==> src/rtl/aes_128_key_feeder_if.sv <==
// Key-feeder bus bundle: host round-key write port plus the core-side
// key handshake (block start, key advance, block done, current key).
//   master : host/core side, drives strobes and write data
//   slave  : feeder side, returns write status and the current round key
interface aes_128_key_feeder_if #(
  parameter int KW = 128,
  parameter int AW = 4
);
  logic          wr_en;
  logic [AW-1:0] wr_addr;
  logic [KW-1:0] wr_data;
  logic          wr_ack;
  logic          wr_err;
  logic          core_start;
  logic          key_ready;
  logic          core_done;
  logic [KW-1:0] key_round;

  modport master (
    output wr_en, wr_addr, wr_data, core_start, key_ready, core_done,
    input  wr_ack, wr_err, key_round
  );

  modport slave (
    input  wr_en, wr_addr, wr_data, core_start, key_ready, core_done,
    output wr_ack, wr_err, key_round
  );
endinterface

==> src/rtl/aes_128_key_feeder.sv <==
// AES-128 round-key store and sequencer. The host loads NR+1 pre-expanded
// round keys; during a block the feeder presents rk[round_idx] to the core
// and advances on each key_ready until core_done.
// Ports:
//   clk        : clock, rising edge
//   kill       : synchronous active-high reset
//   bus        : write port and core key handshake (slave modport)
//   keys_valid : every entry written since the last kill
//   busy       : block in flight
//   round_idx  : current key pointer
//   start_err  : pulse, start seen without a full key set
//   ovr_err    : pulse, key_ready seen at the last round key
//
// state | meaning
// IDLE  | no block in flight; host writes accepted
// RUN   | block in flight; key pointer advances on key_ready
module aes_128_key_feeder #(
  parameter int NR = 10,
  parameter int KW = 128,
  parameter int AW = 4
) (
  input  logic                  clk,
  input  logic                  kill,
  aes_128_key_feeder_if.slave   bus,
  output logic                  keys_valid,
  output logic                  busy,
  output logic [AW-1:0]         round_idx,
  output logic                  start_err,
  output logic                  ovr_err
);

  typedef enum logic {IDLE, RUN} state_t;

  state_t        state_q, state_d;
  logic [KW-1:0] rk_q [0:NR];
  logic [NR:0]   mask_q, mask_d;
  logic [AW-1:0] idx_q, idx_d;
  logic          wr_ack_q, wr_err_q, start_err_q, ovr_err_q;
  logic          start_err_d, ovr_err_d;
  logic          wr_acc, wr_rej;

  assign busy       = (state_q == RUN);
  assign keys_valid = &mask_q;
  assign round_idx  = idx_q;
  assign start_err  = start_err_q;
  assign ovr_err    = ovr_err_q;
  assign bus.wr_ack = wr_ack_q;
  assign bus.wr_err = wr_err_q;
  assign bus.key_round = keys_valid ? rk_q[idx_q] : '0;

  assign wr_acc = bus.wr_en && !busy && (bus.wr_addr <= AW'(NR));
  assign wr_rej = bus.wr_en && !wr_acc;

  always_comb begin
    mask_d      = mask_q;
    state_d     = state_q;
    idx_d       = idx_q;
    start_err_d = 1'b0;
    ovr_err_d   = 1'b0;

    for (int i = 0; i <= NR; i++) begin
      if (wr_acc && (bus.wr_addr == AW'(i))) mask_d[i] = 1'b1;
    end

    unique case (state_q)
      IDLE: begin
        // Start judges the mask including a same-cycle write.
        if (bus.core_start) begin
          if (&mask_d) state_d = RUN;
          else         start_err_d = 1'b1;
        end
      end
      RUN: begin
        // Done takes priority over a coincident key_ready.
        if (bus.core_done) begin
          idx_d = '0;
          if (!bus.core_start) state_d = IDLE;
        end else if (bus.key_ready) begin
          if (idx_q == AW'(NR)) ovr_err_d = 1'b1;
          else                  idx_d = idx_q + AW'(1);
        end
      end
      default: state_d = IDLE;
    endcase
  end

  always_ff @(posedge clk) begin
    if (kill) begin
      state_q     <= IDLE;
      idx_q       <= '0;
      mask_q      <= '0;
      wr_ack_q    <= 1'b0;
      wr_err_q    <= 1'b0;
      start_err_q <= 1'b0;
      ovr_err_q   <= 1'b0;
    end else begin
      state_q     <= state_d;
      idx_q       <= idx_d;
      mask_q      <= mask_d;
      wr_ack_q    <= wr_acc;
      wr_err_q    <= wr_rej;
      start_err_q <= start_err_d;
      ovr_err_q   <= ovr_err_d;
    end
  end

  // Key storage survives kill; only the written-mask is cleared.
  always_ff @(posedge clk) begin
    if (!kill && wr_acc) rk_q[bus.wr_addr] <= bus.wr_data;
  end

endmodule

==> src/flat_wrapper.sv <==
// flat-port wrapper written by rule: the top's interface ports become plain ports
module aes_128_key_feeder_flat 
#(
  parameter int NR = 10,
  parameter int KW = 128,
  parameter int AW = 4
)
  (clk, kill, keys_valid, busy, round_idx, start_err, ovr_err, bus_wr_en, bus_wr_addr, bus_wr_data, bus_core_start, bus_key_ready, bus_core_done, bus_wr_ack, bus_wr_err, bus_key_round);
  aes_128_key_feeder_if #(.KW(KW), .AW(AW)) bus_i ();
  input  logic clk;
  input  logic kill;
  output logic keys_valid;
  output logic busy;
  output logic [AW-1:0] round_idx;
  output logic start_err;
  output logic ovr_err;
  input wire logic [$bits(bus_i.wr_en)-1:0] bus_wr_en;
  input wire logic [$bits(bus_i.wr_addr)-1:0] bus_wr_addr;
  input wire logic [$bits(bus_i.wr_data)-1:0] bus_wr_data;
  input wire logic [$bits(bus_i.core_start)-1:0] bus_core_start;
  input wire logic [$bits(bus_i.key_ready)-1:0] bus_key_ready;
  input wire logic [$bits(bus_i.core_done)-1:0] bus_core_done;
  output wire logic [$bits(bus_i.wr_ack)-1:0] bus_wr_ack;
  output wire logic [$bits(bus_i.wr_err)-1:0] bus_wr_err;
  output wire logic [$bits(bus_i.key_round)-1:0] bus_key_round;
  assign bus_i.wr_en = bus_wr_en;
  assign bus_i.wr_addr = bus_wr_addr;
  assign bus_i.wr_data = bus_wr_data;
  assign bus_i.core_start = bus_core_start;
  assign bus_i.key_ready = bus_key_ready;
  assign bus_i.core_done = bus_core_done;
  assign bus_wr_ack = bus_i.wr_ack;
  assign bus_wr_err = bus_i.wr_err;
  assign bus_key_round = bus_i.key_round;
  aes_128_key_feeder #(.NR(NR), .KW(KW), .AW(AW)) u_core (.clk(clk), .kill(kill), .bus(bus_i), .keys_valid(keys_valid), .busy(busy), .round_idx(round_idx), .start_err(start_err), .ovr_err(ovr_err));
endmodule
==> config.mk <==
export PLATFORM = sky130hd
export DESIGN_NAME = aes_128_key_feeder_flat
export DESIGN_NICKNAME = d
export VERILOG_FILES = /design/src/rtl/aes_128_key_feeder_if.sv /design/src/rtl/aes_128_key_feeder.sv /design/src/flat_wrapper.sv
export SDC_FILE = /design/constraint.sdc
export NUM_CORES = 1
export LEC_CHECK = 0
export CAP_MARGIN = 10
export CORE_MARGIN = 2
export CORE_UTILIZATION = 25
export CTS_CLUSTER_SIZE = 40
export DETAILED_ROUTE_END_ITERATION = 6
export HOLD_SLACK_MARGIN = 0.12
export MAX_ROUTING_LAYER = met4
export PLACE_DENSITY = 0.51
export SLEW_MARGIN = 20
export SYNTH_ARGS = -nofsm -noshare
export SYNTH_HDL_FRONTEND = slang
export SYNTH_SLANG_ARGS = --single-unit
==> constraint.sdc <==
create_clock -name clk -period 29.2 [get_ports clk]
set_clock_uncertainty 0.05 [all_clocks]
set_input_delay 5.84 -clock clk [delete_from_list [all_inputs] [get_ports clk]]
set_output_delay 5.84 -clock clk [all_outputs]
set_load 0.01 [all_outputs]
# == Yosys cells after proc, flatten, opt, wreduce, memory -nomap -nowiden ==
# Memory sizes are Yosys's and may differ from the RTL's. A register that Yosys moved wholly into a read port is not among the register bits.
# Index checks and enable logic that the tools add are counted.
# totals
ff_bits,20
ram_bits,1408
input_bits,138
word_cells,76
memories,1
# memory_table
memory,words,width,read_ports,rd_ports_with_merged_regs,write_ports,line_no,text
u_core.rk_q,11,128,1,1,1,aes_128_key_feeder.sv:35,logic [KW-1:0] rk_q [0:NR];
# classes
addsub,1
magnitude_cmp,1
eq_ne,12
n_mux,26
bitwise,3
reduce_logical,25
# ops
operator,count
2-to-1 mux 128 bit,1
AND reduction 11 bit,2
2-to-1 mux 4 bit,5
2-to-1 mux 1 bit,19
== test 4 x 3 -> 1 bit (second input constant),4
== test 4 bit (second input constant),4
logical AND 1 bit,15
== test 4 x 2 -> 1 bit (second input constant),2
adder 4 x 1 -> 4 bit (second input constant),1
== test 4 x 1 -> 1 bit (second input constant),1
less-or-equal comparator 4 bit (second input constant),1
logical NOT 4 bit,1
OR reduction 4 bit,1
logical NOT 1 bit,3
inverter 1 bit,3
AND reduction 3 bit,1
OR reduction 3 bit,1
inequality test 2 bit (second input constant),1
one-hot mux 1 bit (2 select lines),1
nonzero test 2 bit,1

# == Depth between registers and ports, before layout ==
# depth
ltp_word,9
ltp_mapped,9

# == Worst setup path after synthesis ==
# No wires, ideal clock.
# synth_path
path_type,input to register
start,in bus_wr_addr[2]
end,mem u_core.rk_q[0][0] (enable)
setup_time_ps,774
arrival_time_ps,15032
t_required_ps,28376
setup_slack_ps,13344
cell_stages,3
n_path_buf,0
path_cell_list,nor4b_4 > nand2b_1 > nor3_1
# synth_via
elab_chain_len,5
# synth_lines
element,line_no,text
"start, declared",flat_wrapper.sv:18,input wire logic [$bits(bus_i.wr_addr)-1:0] bus_wr_addr;
less-or-equal comparator 4 bit,aes_128_key_feeder.sv:51,assign wr_acc = bus.wr_en && !busy && (bus.wr_addr <= AW'(NR));
logical AND 1 bit,aes_128_key_feeder.sv:51,
logical AND 1 bit,aes_128_key_feeder.sv:109,if (!kill && wr_acc) rk_q[bus.wr_addr] <= bus.wr_data;
2-to-1 mux 1 bit,aes_128_key_feeder.sv:109,
2-to-1 mux 1 bit (not written as such),aes_128_key_feeder.sv:109,
"end, declared",aes_128_key_feeder.sv:35,
# Several ways; a longest one is shown, not always the timed one.

==> metrics.csv <==
stage,metric,value,unit
setup_path,arrival,6.72,ns
yosys,syn_area,55980,µm²
cells_and_area,drive_gt1_share,21.83,%
clock_tree,clkTransAtPathRegs,0.05,ns
floorplan,fp-row-count,173,
timing,drv_slew,0,
outcome,status,completed,
setup_path,worstPathRequired,23.31,ns
place,post_dp_cell_area,62120,µm²
timing,slew_headroom,21.36,%
global_routing,grtUsageMet2,19.21,%
yosys,ys_ff_latch,1432,
drt,drc,0,
clock_tree,cts_buffers,157,
timing,post-route-period-util,43.19,%
drt,vias,27172,
floorplan,die_h,477.2,µm
timing,whs,0.4324,ns
clock_tree,cts_tree,built,
global_routing,grt-ovfl-total,0,
global_routing,grt_max_degree,130,
clock_tree,hold_buffers,0,
global_routing,use_met1,15.85,%
timing,fmax,79.29,MHz
clock_tree,htree_levels,4,
clock_tree,cts_resized,0,
floorplan,start_util,25.16,%
cells_and_area,final_nets,3183,
setup_path,crit_type,register to output pin,
drt,wl_per_cell,22.14,µm
cells_and_area,fin_cells,6153,
global_routing,antenna_found_initial,14,
clock_tree,clock_latency,0.79,ns
timing,layout_min_cycle_time,12.61,ns
floorplan,die_w,477.2,µm
floorplan,die_area,227700,µm²
yosys,syn_nets,2872,
pwr,power.density,63.52,nW/µm²
clock_tree,clock-sinks,1432,
yosys,seq_area_frac_synth,76.39,%
pwr,ir_drop,0.00005317,V
clock_tree,cts_setup_buffers,0,
place,routabilityCongestion,0.6809,
yosys,ys_warn_count,0,
drt,firstDrtPassIters,5,
global_routing,grt_pass1_wl,199200,µm
setup_path,r2r_setup_slack,25.53,ns
setup_path,startpoint_type,register,
yosys,synth_cell_type_count,42,
global_routing,grt_busiest_layer,met2,
drt,drt-total-wl,136300,µm
worst_hold_path,hold-path-cell-count,2,
floorplan,core,222500,µm²
place,hpwlAfterDp,66270,µm
drt,drtIter0Drc,1985,
setup_path,critPathMaxFanout,67,
setup_path,worst_setup_path_end_kind,output pin,
timing,tightest_slew,1.180,ns
cells_and_area,syn_to_final_growth,19.79,%
timing,finalHoldViolations,0,
timing,setup_violations,0,
global_routing,track_usage,12.15,%
timing,tns,0,ns
job,drv_cap,0,
place,dp.cells,5859,
global_routing,grt_pass1_vias,28640,
floorplan,ios,276,
cells_and_area,utilization,30.13,%
drt,vias_per_cell,4.416,
worst_hold_path,hold_class,register to register,
yosys,avgSynthCellArea,20.49,µm²
drt,ant_nets,0,
clock_tree,clockBufferDepth,3,
clock_tree,cts_root_buffer,clkbuf_16,
place,io_buffer_count,275,
setup_path,r2r_cells,4,
yosys,synthCells,2732,
pwr,leakagePower,19.56,nW
timing,rsz0062_at_grt,false,
global_routing,grtUsageMet3,2.657,%
cells_and_area,stdcell_area,67060,µm²
-- cell type report --
cell class                 instances  area (µm²)
clock buffer                     199        4150
fill                           21774      155500
multi-input combinational       1119       12300
tap                             2975        3722
antenna                           12       30.03
clock inverter                    83       754.5
inverter                           7       26.28
timing repair buffer             326        3298
sequential                      1432       42780
-- state kept, by name, summed over array words and instances, names as in the netlist, named ones only --
signal	count
u_core.round_idx	4
u_core.ovr_err	1
u_core.rk_q	1408
u_core.busy	1
u_core.start_err	1
u_core.mask_q	11
u_core.bus.wr_err	1
u_core.bus.wr_ack	1
-- worst max-delay path: stages, from the launching register on --
cell	delay, ns
dfxtp_4	0.94
buf_4	0.75
buf_4	0.75
buf_4	0.85
buf_4	0.69
mux4_2	0.31
nor2b_1	0.15
a211oi_2	0.06
a211oi_1	0.53
clkdlybuf4s50_1	0.65
-- stage by stage --
stage	power, mW	worst slack, ns
after detailed placement	2.401	17.38
after floorplan	2.349	13.34
after global routing	4.405	16.17
final	4.259	16.59
after CTS	4.324	16.46
after global placement	2.398	17.37
-- layer usage --
layer / share of wire [%] / vias to the layer above
li1: - / 11912
met2: 48 / 623
met5: 0 / -
met4: 1.9 / 0
met3: 5.0 / 199
met1: 45 / 14438
-- cell usage in the layout, fill, tap and decap left out, drive strengths merged, types with 3 or more instances in the layout --
| cell type | instances |
|---|---|
| mux4 | 256 |
| clkbuf | 199 |
| bufinv | 10 |
| nand2b | 3 |
| o21a | 3 |
| nor4b | 3 |
| clkinvlp | 3 |
| clkdlybuf4s50 | 275 |
| edfxtp | 1408 |
| inv | 20 |
| a21oi | 143 |
| nor2b | 132 |
| nor2 | 154 |
| a211oi | 256 |
| nand4 | 5 |
| nand2 | 6 |
| nor3 | 8 |
| mux2i | 128 |
| diode | 12 |
| clkinv | 57 |
| dfxtp | 24 |
| buf | 51 |
-- path summary, 6_finish.rpt --
kind	to	from
worst max-delay path	bus_key_round[33]	register
worst min-delay path	u_core.mask_q[2]	u_core.mask_q[2]
worst min register to register	u_core.mask_q[2]	u_core.mask_q[2]
worst max register to register	u_core.rk_q[4][52]	u_core.busy
-- cell families after synthesis --
logic type                 count (synthesis)  synth area share, %
adders and majority gates                  2              0.04470
AOI/OAI and AO/OA                        410                6.249
and+or+nand+nor                          323                2.964
DFF                                     1432                76.39
buffers and inverters                    181                1.766
muxes                                    384                12.59
-- Yosys cell counts, drive strengths merged --
cell / number / area, µm²
a21o: 2 / 15.01
edfxtp: 1408 / 42280
nor2b: 132 / 825.8
a211oi: 256 / 2703
nand3: 2 / 10.01
mux4: 256 / 5766
o21a: 3 / 22.52
nand2: 6 / 22.52
and4b: 1 / 10.01
buf: 86 / 620.6
dfxtp: 24 / 480.5
nand4bb: 1 / 11.26
inv: 7 / 26.28
nand3b: 2 / 15.01
nor3: 8 / 40.04
mux2i: 128 / 1281
or3: 1 / 6.260
o21ai: 2 / 10.01
a21oi: 143 / 715.7
and2: 1 / 6.260
nand2b: 3 / 18.77
ha: 2 / 25.02
nand4: 5 / 31.28
a32oi: 1 / 8.760
nor4b: 3 / 41.29
a31oi: 1 / 6.260
clkbuf: 88 / 341.6
nor4bb: 1 / 10.01
nor3b: 1 / 7.510
a2bb2oi: 1 / 8.760
nor2: 154 / 578.1
o2bb2ai: 1 / 8.760
and4bb: 2 / 25.02
-- report_power, final --
group	switching [mW]	total, mW	internal [mW]
clock network	0.806	1.90	1.10
registers	0.00478	2.29	2.28
logic	0.0450	0.0713	0.0262
total	0.856	4.26	3.40
Note: power is estimated with default switching activity, not from simulation.
